===== src/rtl/write_behind_buf.sv =====
// write_behind_buf: write-side companion buffer between a producer and a FIFO
// write port. A write passes straight through to the FIFO when nothing is
// parked and the FIFO can take it. Otherwise it is parked in a small ring
// buffer, and parked words drain to the FIFO in order. The full flag is
// registered and asserts one entry early. A producer that drives w_req from a
// single always_ff testing ~full therefore never overflows the buffer.
//
// Ports:
//   clk          clock
//   arst         asynchronous reset, active-high
//   w_req        producer write request
//   w_data       producer write data, valid with w_req
//   full         registered full flag to the producer (1 during reset)
//   err_overflow sticky flag, set when a write is dropped
//   fifo_w_req   write strobe to the downstream FIFO (combinational)
//   fifo_w_data  write data to the downstream FIFO (0 when no strobe)
//   fifo_full    downstream FIFO full flag, sampled combinationally
module write_behind_buf #(
  parameter int unsigned DATA_W    = 32,
  parameter int unsigned BUF_DEPTH = 4
) (
  input  logic              clk,
  input  logic              arst,
  input  logic              w_req,
  input  logic [DATA_W-1:0] w_data,
  output logic              full,
  output logic              err_overflow,
  output logic              fifo_w_req,
  output logic [DATA_W-1:0] fifo_w_data,
  input  logic              fifo_full
);

  localparam int unsigned PTR_W = (BUF_DEPTH > 1) ? $clog2(BUF_DEPTH) : 1;
  localparam int unsigned CNT_W = $clog2(BUF_DEPTH + 1);

  localparam logic [CNT_W-1:0] CNT_MAX    = CNT_W'(BUF_DEPTH);
  localparam logic [CNT_W-1:0] CNT_FULLTH = CNT_W'(BUF_DEPTH - 1);
  localparam logic [PTR_W-1:0] PTR_LAST   = PTR_W'(BUF_DEPTH - 1);

  logic [DATA_W-1:0] r_buf [BUF_DEPTH];
  logic [PTR_W-1:0]  r_rd_ptr;
  logic [PTR_W-1:0]  r_wr_ptr;
  logic [CNT_W-1:0]  r_cnt;
  logic              r_full;
  logic              r_err;

  logic              w_empty;
  logic              w_at_max;
  logic              w_bypass;
  logic              w_drain;
  logic              w_push;
  logic              w_drop;
  logic [CNT_W-1:0]  w_cnt_next;
  logic [PTR_W-1:0]  w_rd_ptr_next;
  logic [PTR_W-1:0]  w_wr_ptr_next;

  // Transfer decisions. Everything is gated by ~arst, so the FIFO side never
  // sees a strobe while reset is held.
  always_comb begin
    w_empty  = (r_cnt == '0);
    w_at_max = (r_cnt == CNT_MAX);
    w_bypass = ~arst & w_empty & ~fifo_full & w_req;
    w_drain  = ~arst & ~w_empty & ~fifo_full;
    // A push into a full buffer is legal only when a drain frees a slot on
    // the same edge.
    w_push   = ~arst & w_req & ~w_bypass & (~w_at_max | w_drain);
    w_drop   = ~arst & w_req & w_at_max & ~w_drain;
  end

  // Post-edge occupancy and pointer advance (pointers wrap modulo BUF_DEPTH).
  always_comb begin
    w_cnt_next    = r_cnt;
    w_rd_ptr_next = r_rd_ptr;
    w_wr_ptr_next = r_wr_ptr;
    if (w_push && !w_drain) begin
      w_cnt_next = r_cnt + CNT_W'(1);
    end else if (w_drain && !w_push) begin
      w_cnt_next = r_cnt - CNT_W'(1);
    end
    if (w_drain) begin
      w_rd_ptr_next = (r_rd_ptr == PTR_LAST) ? '0 : r_rd_ptr + PTR_W'(1);
    end
    if (w_push) begin
      w_wr_ptr_next = (r_wr_ptr == PTR_LAST) ? '0 : r_wr_ptr + PTR_W'(1);
    end
  end

  // Occupancy, pointers, the early full flag and the sticky overflow bit.
  // The full flag asserts with one entry spare. That spare entry absorbs the
  // extra write a registered producer issues before it sees full.
  always_ff @(posedge clk or posedge arst) begin
    if (arst) begin
      r_cnt    <= '0;
      r_rd_ptr <= '0;
      r_wr_ptr <= '0;
      r_full   <= 1'b1;
      r_err    <= 1'b0;
    end else begin
      r_cnt    <= w_cnt_next;
      r_rd_ptr <= w_rd_ptr_next;
      r_wr_ptr <= w_wr_ptr_next;
      r_full   <= (w_cnt_next >= CNT_FULLTH);
      if (w_drop) begin
        r_err <= 1'b1;
      end
    end
  end

  // Ring buffer storage.
  always_ff @(posedge clk or posedge arst) begin
    if (arst) begin
      for (int i = 0; i < int'(BUF_DEPTH); i++) begin
        r_buf[i] <= '0;
      end
    end else if (w_push) begin
      r_buf[r_wr_ptr] <= w_data;
    end
  end

  // FIFO-side mux. Only the bypass word or a written entry is ever presented.
  always_comb begin
    fifo_w_req  = w_bypass | w_drain;
    fifo_w_data = '0;
    if (w_bypass) begin
      fifo_w_data = w_data;
    end else if (w_drain) begin
      fifo_w_data = r_buf[r_rd_ptr];
    end
  end

  assign full         = r_full;
  assign err_overflow = r_err;

endmodule


===== config.mk =====
export PLATFORM = sky130hd
export DESIGN_NAME = write_behind_buf
export DESIGN_NICKNAME = d
export VERILOG_FILES = /design/src/rtl/write_behind_buf.sv
export SDC_FILE = /design/constraint.sdc
export NUM_CORES = 1
export LEC_CHECK = 0
export CORE_ASPECT_RATIO = 0.7
export CORE_MARGIN = 3
export CORE_UTILIZATION = 55
export DETAILED_ROUTE_END_ITERATION = 7
export GPL_TIMING_DRIVEN = 0
export PLACE_DENSITY = 0.76
export SLEW_MARGIN = 10
export SYNTH_ARGS = -nofsm -noshare
export SYNTH_HDL_FRONTEND = slang
export SYNTH_SLANG_ARGS = --single-unit

===== constraint.sdc =====
create_clock -name clk -period 11.7 [get_ports clk]
set_input_delay 1.17 -clock clk [delete_from_list [all_inputs] [get_ports clk]]
set_output_delay 1.17 -clock clk [all_outputs]
set_load 0.02 [all_outputs]

* After elaboration in Yosys (flattened, before gate mapping)
Cells that the tools add are included. W data, S select, Z words.
Storage, ports and cells: output and inout bits 35, flip-flop bits (word level) 137, word-level logic and storage cells 58, input port bits 36
Operators by class: $add $sub $neg 4, bitwise gates (word level) 20, reductions and logical operators 6, eq/ne operators 3, multiplexer cells 12, order comparisons 4
Operators with widths (number):
- $mux W32 | 5
- $bwmux W128 | 1
- $bmux W32 S2 | 1
- $demux W32 S2 | 1
- $and A1 B1 Y1 | 10
- $ge A3 B3 Y1 const B | 2
- $mux W3 | 2
- $not A1 Y1 | 6
- $not A2 Y3 | 2
- $add A2 B1 Y2 const B | 2
- $eq A2 B2 Y1 const B | 2
- $mux W2 | 2
- $add A3 B1 Y3 const B | 1
- $eq A3 B3 Y1 const B | 1
- $ge A3 B2 Y1 const B | 1
- $logic_and A1 B1 Y1 | 3
- $logic_not A3 Y1 | 1
- $lt A3 B1 Y1 const B | 1
- $sub A3 B1 Y3 const B | 1
- $logic_not A1 Y1 | 2
- $or A1 B1 Y1 | 2

* Logic depth before layout (Yosys ltp)
depth after elaboration 12, depth in mapped cells 7, mapped depth without buffers 6

* Least setup slack after synthesis
OpenSTA, ideal clock, no wires.
path kind in2out, start input port arst, end output port fifo_w_data[10], buffers on the path 2, stages 5, setup slack 8.131 ns, required time 10.530 ns, arrival time 2.399 ns, cells stage by stage or2_2 clkbuf_1 nor2_1 clkbuf_1 a22o_1
Between the ends: longest elaborated chain between the ends 5, elaborated cells on any way between the ends 8, those cells by class mux: 2; bitwise: 6
RTL lines:
- start, declared | RTL line 23 | input logic arst,
- $not A1 Y1 (*) | RTL line 62, 63
- $and A1 B1 Y1 (on tied branches) (2 in a row) | RTL line 63, 62
- $mux W32 or $and A1 B1 Y1 (tied branches) | RTL line 126, 62
- $mux W32 (*) | RTL line 124 | if (w_bypass) begin
- end, declared | RTL line 29 | output logic [DATA_W-1:0] fifo_w_data,
Every way passes the cells marked *; elsewhere a longest branch is shown, timed or not.

* Final worst setup path
start input port w_req, end output port fifo_w_data[15]
Between the ends: longest elaborated chain between the ends 2
RTL lines:
- start, declared | RTL line 24 | input logic w_req,
- $and A1 B1 Y1 | RTL line 62 | w_bypass = ~arst & w_empty & ~fifo_full & w_req;
- $mux W32 | RTL line 124
Every way passes these cells.

==> impl_metrics.yaml <==
outcome:
  status: "finished clean"
clock_tree:
  cts_made_buffers: 17
  clock_path_buffers: 2
  cts_max_level: 4
  clk_pin_slew_ns: 0.06
  postCtsSetupRepairBufs: 0
  cts_tree: "built"
  holdBufCountCts: 0
  numClockSinks: 137
  cts_resized: 0
  root_buffer: "clkbuf_16"
  clkLatencyLatePin_ns: 0.41
grt:
  grt_max_degree: 96
  grt_pass1_wl_mm: 23.2
  grt_remaining_overflow: 0
  grt_pass1_vias: 4310
  antenna_found_initial: 0
  track_usage_pct: 22.5
timing:
  grt_setup_unrepaired: "false"
  fmax_mhz: 190
  slew_headroom_pct: 44.0
  min_period_over_period_pct: 45.0
  hold_violations: 0
  timing.hold.ws_ns: 0.473
  layout_min_cycle_time_ns: 5.27
  clock_skew_ns: 0.00695
  max_slew.worst_pin.slew_ns: 0.834
  setup_tns_ns: 0
  slew_violations: 0
  final-setup-viol-count: 0
layout:
  drive_above_1_share_pct: 42.0
  mostFrequentLayoutCells: "dfrtp_1 (136), mux2_2 (87), clkdlybuf4s50_1 (70)"
  area_growth_pct: 23.0
  final_nets: 549
  fin_cells: 670
  final_common_cell: "dfrtp_1"
  n_antenna_cell: 0
  fin_util_pct: 71.6
  fillers: 743
  multi_input_area_sq_mm: 0.00299
  final-seq-area_sq_mm: 0.00343
setup_path:
  critical_path_class: "input port to primary output"
  cp-start-kind: "input port"
  path_max_fanout: 10
  critical_path_required_ns: 10.53
  cp-end-kind: "primary output"
  worstPathArrival_ns: 4.10
  rr_worst_depth: 7
synthesis:
  synth_warnings: 0
  syn_area_sq_mm: 0.00664
  ys_ff_latch: 137
  yosysSeqAreaShare_pct: 51.6
  postSynthCellCount: 415
  syn-num-nets: 459
  avgSynthCellArea_sq_um: 16.0
  synth.distinct_cells: 34
drt:
  first_pass_iters: 4
  vias: 3948
  routed_wl_mm: 14.0
  vias_per_cell: 5.89
  postRouteAntennaNets: 0
  drt_iter0_drc: 227
  routedWlPerCell_microns: 20.9
  drc_errors: 0
place:
  dp.cells: 639
  gp_congestion: 0.800
  port_buffers: 70
  dp_hpwl_mm: 9.17
floorplan:
  rows: 32
  io_pins: 71
  initial_core_util_pct: 58.2
  die-width_microns: 137
  fp.coreArea_sq_mm: 0.0114
  die_area_sq_mm: 0.0135
  die_h_microns: 97.9
pwr:
  power_density_mw_per_mm2: 274
  ir_drop_mv: 0.126
  finalPower_mw: 2.24
  leakage_nw: 3.63
run:
  maxCapViolations: 0
hold_path:
  whs_path_depth: 1
  worstHoldPathType: "register to register"
## worst paths after layout
path / start / endpoint / slack, ns
worst max register to register: r_cnt[0]$_DFF_PP0_ / r_rd_ptr[1]$_DFFE_PP0P_ / 9.42
min in group asynchronous: arst / err_overflow$_DFFE_PP0P_ / 1.19
worst min register to register: err_overflow$_DFFE_PP0P_ / err_overflow$_DFFE_PP0P_ / 0.47
worst min-delay path: err_overflow$_DFFE_PP0P_ / err_overflow$_DFFE_PP0P_ / 0.47
max in group asynchronous: arst / r_buf[84]$_DFFE_PP0P_ / 9.72
worst max-delay path: w_req / fifo_w_data[15] / 6.43
## area by class of cell
class                           instances  area share [%]
Sequential cell                       137            42.0
Multi-Input combinational cell        244            36.6
Timing Repair Buffer                   71            8.92
Clock buffer                           17            5.21
Buffer                                 27            2.41
Tap cell                              153            2.34
Clock inverter                         14            2.14
Inverter                                7           0.383
## flip-flops by register name, indices dropped and copies added, names as in the netlist
register      count
r_wr_ptr          2
r_rd_ptr          2
err_overflow      1
r_cnt             3
full              1
r_buf           128
## where the power goes
part / switching (mW) / internal, mW
clock network: 0.204 / 0.335
logic: 0.330 / 0.530
registers: 0.131 / 0.712
## per-stage QoR
stage	worst slack (ns)	area (sq um)
finish	6.43	8170
global route	6.25	8170
CTS	6.38	8170
detailed placement	6.41	7570
global placement	5.14	7530
floorplan	6.86	6640
## cells in the mapped netlist
master	n	share of area (%)
a21o_1	1	0.11
a21oi_1	1	0.075
a21oi_4	1	0.24
a221o_1	1	0.15
a22o_1	32	4.2
and2_1	1	0.094
and2b_1	1	0.11
buf_2	4	0.30
buf_6	12	2.0
clkbuf_1	11	0.62
dfrtp_1	136	51
dfstp_2	1	0.40
ha_1	8	1.5
inv_1	7	0.40
mux2_2	87	15
mux2_4	41	9.3
mux4_2	32	11
nand2_1	6	0.34
nand2_4	4	0.68
nand2b_1	3	0.28
nand3b_1	1	0.11
nor2_1	5	0.28
nor3_1	3	0.23
nor3b_1	2	0.23
nor4_1	1	0.094
nor4b_1	1	0.13
o21a_1	1	0.11
o21ai_0	3	0.23
o21bai_1	1	0.11
o221ai_1	1	0.13
o31ai_1	1	0.11
or2_2	2	0.19
or3_1	1	0.094
xnor2_1	2	0.26
## worst max-delay path: stages
cell,delay (ns)
clkdlybuf4s50_1,0.60
nand2b_1,0.15
nor3_1,0.70
clkbuf_1,0.56
a22o_1,0.28
clkdlybuf4s50_1,0.62
## per-layer routing
layer | global-route usage [%] | share of wire, % | routed length [microns]
met5 | 0 | 0 | 0
met1 | 32.1 | 45 | 6360
met3 | 6.13 | 5.1 | 715
met4 | 5.21 | 0.69 | 97
met2 | 34.8 | 49 | 6860
## kinds of logic after synthesis
group	share of synthesized area, %
AO/OA/AOI/OAI	5.50
XOR/XNOR	0.264
adder cells (fa/ha/maj)	1.51
buffers and inverters	3.35
flip-flops	51.6
multiplexers	34.9
AND/OR/NAND/NOR	2.86
(Power assumes the default switching activity.)
